**src/rtl/rv32_pkg.sv**
```systemverilog
// Shared RV32I encoding definitions: instruction formats, major opcodes and the NOP word.
// Also holds the sign-uniformity helper used by the immediate range checks.
package rv32_pkg;

    typedef enum logic [2:0] {
        FMT_R = 3'd0,
        FMT_I = 3'd1,
        FMT_S = 3'd2,
        FMT_B = 3'd3,
        FMT_U = 3'd4,
        FMT_J = 3'd5
    } fmt_e;

    localparam logic [6:0] OP_OP     = 7'h33;
    localparam logic [6:0] OP_OP_IMM = 7'h13;
    localparam logic [6:0] OP_LOAD   = 7'h03;
    localparam logic [6:0] OP_STORE  = 7'h23;
    localparam logic [6:0] OP_BRANCH = 7'h63;
    localparam logic [6:0] OP_LUI    = 7'h37;
    localparam logic [6:0] OP_AUIPC  = 7'h17;
    localparam logic [6:0] OP_JAL    = 7'h6F;
    localparam logic [6:0] OP_JALR   = 7'h67;

    localparam logic [31:0] NOP_INST = 32'h00000013;

    // True when v[31:lo] are all equal, i.e. v fits as a sign-extended (lo+1)-bit value.
    function automatic logic upper_uniform(input logic [31:0] v, input int unsigned lo);
        logic [31:0] s;
        s = $unsigned($signed(v) >>> lo);
        return (s == 32'h0) || (s == 32'hFFFF_FFFF);
    endfunction

endpackage

```
**src/rtl/enc_skid_fifo.sv**
```systemverilog
// Two-entry valid/ready FIFO holding encoded words; owns count, pointers and out_valid.
// Handshake: a beat transfers on a rising edge where valid && ready; ready depends only on count.
module enc_skid_fifo #(
    parameter int W = 33
) (
    input  logic         clk,
    input  logic         rst_n,
    input  logic         i_valid,
    output logic         o_ready,
    input  logic [W-1:0] i_data,
    output logic         o_valid,
    input  logic         i_ready,
    output logic [W-1:0] o_data
);

    logic [W-1:0] r_mem [2];
    logic         r_wr_ptr;
    logic         r_rd_ptr;
    logic [1:0]   r_count;

    logic w_push;
    logic w_pop;

    assign o_ready = (r_count != 2'd2);
    assign o_valid = (r_count != 2'd0);
    assign o_data  = r_mem[r_rd_ptr];
    assign w_push  = i_valid && o_ready;
    assign w_pop   = o_valid && i_ready;

    always_ff @(posedge clk or negedge rst_n) begin
        if (!rst_n) begin
            r_mem[0] <= '0;
            r_mem[1] <= '0;
            r_wr_ptr <= 1'b0;
            r_rd_ptr <= 1'b0;
            r_count  <= 2'd0;
        end else begin
            if (w_push) begin
                r_mem[r_wr_ptr] <= i_data;
                r_wr_ptr        <= ~r_wr_ptr;
            end
            if (w_pop) begin
                r_rd_ptr <= ~r_rd_ptr;
            end
            case ({w_push, w_pop})
                2'b10:   r_count <= r_count + 2'd1;
                2'b01:   r_count <= r_count - 2'd1;
                default: r_count <= r_count;
            endcase
        end
    end

endmodule

```
**src/rtl/inst_encoder.sv**
```systemverilog
// Packs RV32I fields and an immediate into an instruction word, buffered by a 2-entry FIFO.
// Define ENC_RANGE_CHECK_EN to flag immediates that do not fit their format.
module inst_encoder
    import rv32_pkg::*;
#(
    parameter int CNT_W = 16
) (
    input  logic             clk,
    input  logic             rst_n,
    input  logic             in_valid,
    output logic             in_ready,
    input  logic [2:0]       in_fmt,
    input  logic [6:0]       in_opcode,
    input  logic [4:0]       in_rd,
    input  logic [4:0]       in_rs1,
    input  logic [4:0]       in_rs2,
    input  logic [2:0]       in_funct3,
    input  logic [6:0]       in_funct7,
    input  logic [31:0]      in_imm,
    output logic             out_valid,
    input  logic             out_ready,
    output logic [31:0]      out_inst,
    output logic             out_err,
    output logic [CNT_W-1:0] err_count
);

    logic [31:0]      w_inst;
    logic             w_fmt_bad;
    logic             w_range_bad;
    logic             w_err;
    logic             w_push;
    logic [32:0]      w_fifo_out;
    logic [CNT_W-1:0] r_err_count;

    always_comb begin
        w_inst    = NOP_INST;
        w_fmt_bad = 1'b0;
        case (in_fmt)
            FMT_R: w_inst = {in_funct7, in_rs2, in_rs1, in_funct3, in_rd, in_opcode};
            FMT_I: w_inst = {in_imm[11:0], in_rs1, in_funct3, in_rd, in_opcode};
            FMT_S: w_inst = {in_imm[11:5], in_rs2, in_rs1, in_funct3, in_imm[4:0], in_opcode};
            FMT_B: w_inst = {in_imm[12], in_imm[10:5], in_rs2, in_rs1, in_funct3,
                             in_imm[4:1], in_imm[11], in_opcode};
            FMT_U: w_inst = {in_imm[31:12], in_rd, in_opcode};
            FMT_J: w_inst = {in_imm[20], in_imm[10:1], in_imm[11], in_imm[19:12],
                             in_rd, in_opcode};
            default: begin
                w_inst    = NOP_INST;
                w_fmt_bad = 1'b1;
            end
        endcase
    end

`ifdef ENC_RANGE_CHECK_EN
    always_comb begin
        w_range_bad = 1'b0;
        case (in_fmt)
            FMT_I, FMT_S: w_range_bad = !upper_uniform(in_imm, 11);
            FMT_B:        w_range_bad = in_imm[0] || !upper_uniform(in_imm, 12);
            FMT_J:        w_range_bad = in_imm[0] || !upper_uniform(in_imm, 20);
            FMT_U:        w_range_bad = (in_imm[11:0] != 12'h000);
            default:      w_range_bad = 1'b0;
        endcase
    end
`else
    assign w_range_bad = 1'b0;
`endif

    assign w_err  = w_fmt_bad || w_range_bad;
    assign w_push = in_valid && in_ready;

    enc_skid_fifo #(
        .W (33)
    ) u_fifo (
        .clk     (clk),
        .rst_n   (rst_n),
        .i_valid (in_valid),
        .o_ready (in_ready),
        .i_data  ({w_err, w_inst}),
        .o_valid (out_valid),
        .i_ready (out_ready),
        .o_data  (w_fifo_out)
    );

    assign out_err   = w_fifo_out[32];
    assign out_inst  = w_fifo_out[31:0];
    assign err_count = r_err_count;

    // Saturating: once all-ones the count is pinned.
    always_ff @(posedge clk or negedge rst_n) begin
        if (!rst_n) begin
            r_err_count <= '0;
        end else if (w_push && w_err && (r_err_count != {CNT_W{1'b1}})) begin
            r_err_count <= r_err_count + {{(CNT_W-1){1'b0}}, 1'b1};
        end
    end

endmodule

```
**config.mk**
```make
export PLATFORM = sky130hd
export DESIGN_NAME = inst_encoder
export DESIGN_NICKNAME = d
export VERILOG_FILES = /design/src/rtl/rv32_pkg.sv /design/src/rtl/enc_skid_fifo.sv /design/src/rtl/inst_encoder.sv
export SDC_FILE = /design/constraint.sdc
export NUM_CORES = 1
export LEC_CHECK = 0
export CORE_UTILIZATION = 48
export CTS_CLUSTER_SIZE = 16
export DETAILED_ROUTE_END_ITERATION = 7
export PLACE_DENSITY = 0.86
export SLEW_MARGIN = 20
export SYNTH_ARGS = -nofsm -noshare
export SYNTH_HDL_FRONTEND = slang
export SYNTH_SLANG_ARGS = --single-unit
```
**constraint.sdc**
```tcl
create_clock -name clk -period 2.1 [get_ports clk]
set_clock_uncertainty 0.1 [all_clocks]
set_input_delay 0.42 -clock clk [delete_from_list [all_inputs] [get_ports clk]]
set_output_delay 0.42 -clock clk [all_outputs]
set_load 0.02 [all_outputs]
```
==> impl_metrics.tcl <==
set metrics [dict create \
    max-slew-margin-rel_pct 64.2 \
    cts_made_buffers 9 \
    cts_buffer_depth 2 \
    drive_gt1_share_pct 21.8 \
    hold_violations 0 \
    clock-root-buffer "sky130_fd_sc_hd__clkbuf_8" \
    yosys.area_share.simple_pct 15.2 \
    p_total_mw 7.32 \
    max-vdd-ir-drop_mv 0.734 \
    critPathRequiredTime_ps 2280 \
    wire_per_inst_microns 17.9 \
    flow.area_growth_from_synthesis_pct 36.5 \
    pin_count 122 \
    final_hold_slack_ps 385 \
    finalCriticalPeriod_ps 2010 \
    cell_count_final_fillers_out 652 \
    dp_cells 634 \
    die_height_microns 95.7 \
    synth_most_common_cell "sky130_fd_sc_hd__dfrtp_1" \
    synth_fp_nets 490 \
    area_leader_netlist "sky130_fd_sc_hd__dfrtp_1" \
    holdCritPathClass "reg2reg" \
    drt-total-wl_microns 11600 \
    start_util_pct 50.5 \
    cell_types_occupying_the_most_area_after_synthesis "sky130_fd_sc_hd__dfrtp_1, sky130_fd_sc_hd__mux2_2, sky130_fd_sc_hd__o21ai_0, sky130_fd_sc_hd__nand2_1, sky130_fd_sc_hd__a22oi_1" \
    netlist_top_cells_count "sky130_fd_sc_hd__dfrtp_1, sky130_fd_sc_hd__nand2_1, sky130_fd_sc_hd__o21ai_0, sky130_fd_sc_hd__mux2_2, sky130_fd_sc_hd__a22oi_1" \
    setup_total_negative_slack_ps 0 \
    clock_latency_on_the_worst_skew_pair_ps 350 \
    die-width_microns 95.7 \
    timing.fmax_ghz 0.498 \
    final_util_pct 68.9 \
    floorplan.rows 33 \
    leading_register_cell_type_out_of_synthesis "sky130_fd_sc_hd__dfrtp_1" \
    drv.max_cap_violation_count 0 \
    n_antenna_cell 0 \
    netlist_area_sq_um 4210 \
    power_per_cell_area_nw_per_um2 1270 \
    cts.sinks 86 \
    synth_adder_area_share_pct 0.594 \
    final_max_slew_viol_count 0 \
    synth_area_in_compound_gates_pct 15.5 \
    power.clock.fraction_pct 17.2 \
    number_of_global_route_vias_before_repair 3654 \
    initialDrtViolationCount 203 \
    drtPass1Iterations 4 \
    cell_internal_pwr_mw 4.43 \
    ys_ff_latch 86 \
    grt_pass1_wl_microns 18000 \
    postSynth.asyncResetShare_pct 100 \
    outcome "finished clean" \
    dpl.hpwl_microns 7960 \
    combPwrFrac_pct 45.5 \
    ff2ff_path_depth 5 \
    main_combinational_cell_family_by_area_after_synthesis "compound AO/OA/AOI/OAI gates" \
    p_sw_share_pct 39.4 \
    critical_path_peak_fanout 5 \
    fp.dieArea_sq_um 9150 \
    drc 0 \
    period_share_pct 95.7 \
    post_synth_mux_area_share_pct 10.6 \
    buffer_ports.inserted 121 \
    min_path_cells 2 \
    overflow_after_grt 0 \
    syn_warnings 0 \
    routed_via_density 5.61 \
    netlist-cell-type-count 36 \
    grt_max_degree 68 \
    cts_tree "built" \
    synth.yosys.seq_area_share_pct 51.1 \
    clkTransAtPathRegs_ps 90 \
    syn-instance-count 417 \
    grt_antenna_before_repair 0 \
    max_slew.worst_pin.slew_ps 537 \
    cp-end-kind "register" \
    edff_count_synth 0 \
    p_switching_mw 2.89 \
    worst_ep_arrival_time_ps 2190 \
    synth_largest_type_area_fraction_pct 51.1 \
    synth_xor_xnor_area_share_pct 3.95 \
    design.core.area_sq_um 8340 \
    setup_viol 0 \
    cp-start-kind "register" \
    final_antenna_net_count 0 \
    finish.net_count 615 \
    dr_total_vias 3660 \
    post_synth.cell_area_avg_sq_um 10.1 \
    finalWeightedCongestion 0.851 \
    share_seq_of_total_power_pct 37.3 \
    timing_worst_setup_path_type "reg2reg" \
    htree_levels 3 \
    grt_util_all_layers_pct 26.2 \
    p_leak_nw 2.62 \
]
==> stage by stage <==
step	instance area, sq um	setup slack [ps]
after floorplan	4210	255
after global placement	5660	-85.1
after detailed placement	5660	-167
after CTS	5890	4.63
after global routing	5750	-10.1
final	5750	90.8
==> worst max-delay path, stage by stage (launching register included) <==
cell and delay (ps):
sky130_fd_sc_hd__dfrtp_1 470, sky130_fd_sc_hd__ha_1 240, sky130_fd_sc_hd__nand4_1 230, sky130_fd_sc_hd__or2_2 390, sky130_fd_sc_hd__nor4_1 330, sky130_fd_sc_hd__xor2_1 180
==> layout make-up <==
class | instances | area [sq um]
sequential | 86 | 2150
inverter | 1 | 3.75
multi-input combinational | 300 | 1950
clock inverter | 5 | 83.8
timing repair buffer | 144 | 1290
tap | 105 | 131
clock buffer | 11 | 131
fill | 642 | 2590
==> cell usage in the layout, fill, tap and decap left out, drive strengths merged, types with 3 or more instances in the layout <==
master / n
nand4: 6
o21ai: 66
dfrtp: 86
a22o: 4
clkdlybuf4s50: 85
buf: 56
clkbuf: 11
xor2: 17
o22a: 6
mux2: 36
nand2: 80
nor3: 5
nor2b: 10
a22oi: 23
a21oi: 12
or2: 3
nor2: 5
nand3: 5
nor4: 7
==> power groups by stage <==
stage	Clock (mW)	Sequential [mW]	Combinational, mW
after floorplan	0	2.65	2.10
after global placement	0	2.67	3.57
after detailed placement	0	2.73	3.66
after CTS	1.27	2.71	3.57
after global routing	1.34	2.79	3.61
final	1.26	2.73	3.33
==> what timing repair did <==
| item | CTS | global route |
|---|---|---|
| gates resized for setup | 116 | 22 |
| endpoints found under the hold margin | 40 | 0 |
| hold buffers | 1 | 0 |
| setup endpoints to repair | 35 | 36 |
| buffers inserted | 1 | 0 |
| cloned | 1 | 0 |
==> cell families after synthesis <==
| family | Yosys count |
|---|---|
| AOI/OAI and AO/OA | 111 |
| xor gates and xnor gates | 19 |
| adders and majority gates | 2 |
| buffers and inverters | 31 |
| DFF | 86 |
| muxes | 39 |
| and+or+nand+nor | 129 |
==> registers in the layout, summed over array words and instances, names as in the netlist <==
name	cells
err_count	16
u_fifo.r_mem	66
u_fifo.r_count	2
u_fifo.r_wr_ptr	1
u_fifo.r_rd_ptr	1
==> worst paths after layout <==
kind,from,endpoint,slack (ps)
worst min register to register,u_fifo.r_mem[17],u_fifo.r_mem[17],380
max in group asynchronous,rst_n,u_fifo.r_mem[12],750
worst max register to register,err_count[0],err_count[14],90
worst max-delay path,err_count[0],err_count[14],90
worst min-delay path,u_fifo.r_mem[17],u_fifo.r_mem[17],380
min in group asynchronous,rst_n,err_count[11],510
==> layer usage <==
| metal | vias to the layer above | wire length (microns) | global-route usage (%) |
|---|---|---|---|
| met1 | 1826 | 4940 | 32.4 |
| met3 | 16 | 546 | 5.26 |
| met2 | 97 | 5960 | 46.3 |
| met5 | - | 0 | 0 |
| met4 | 0 | 198 | 7.46 |
| li1 | 1721 | - | - |
Power figures use the tool's default switching activity.
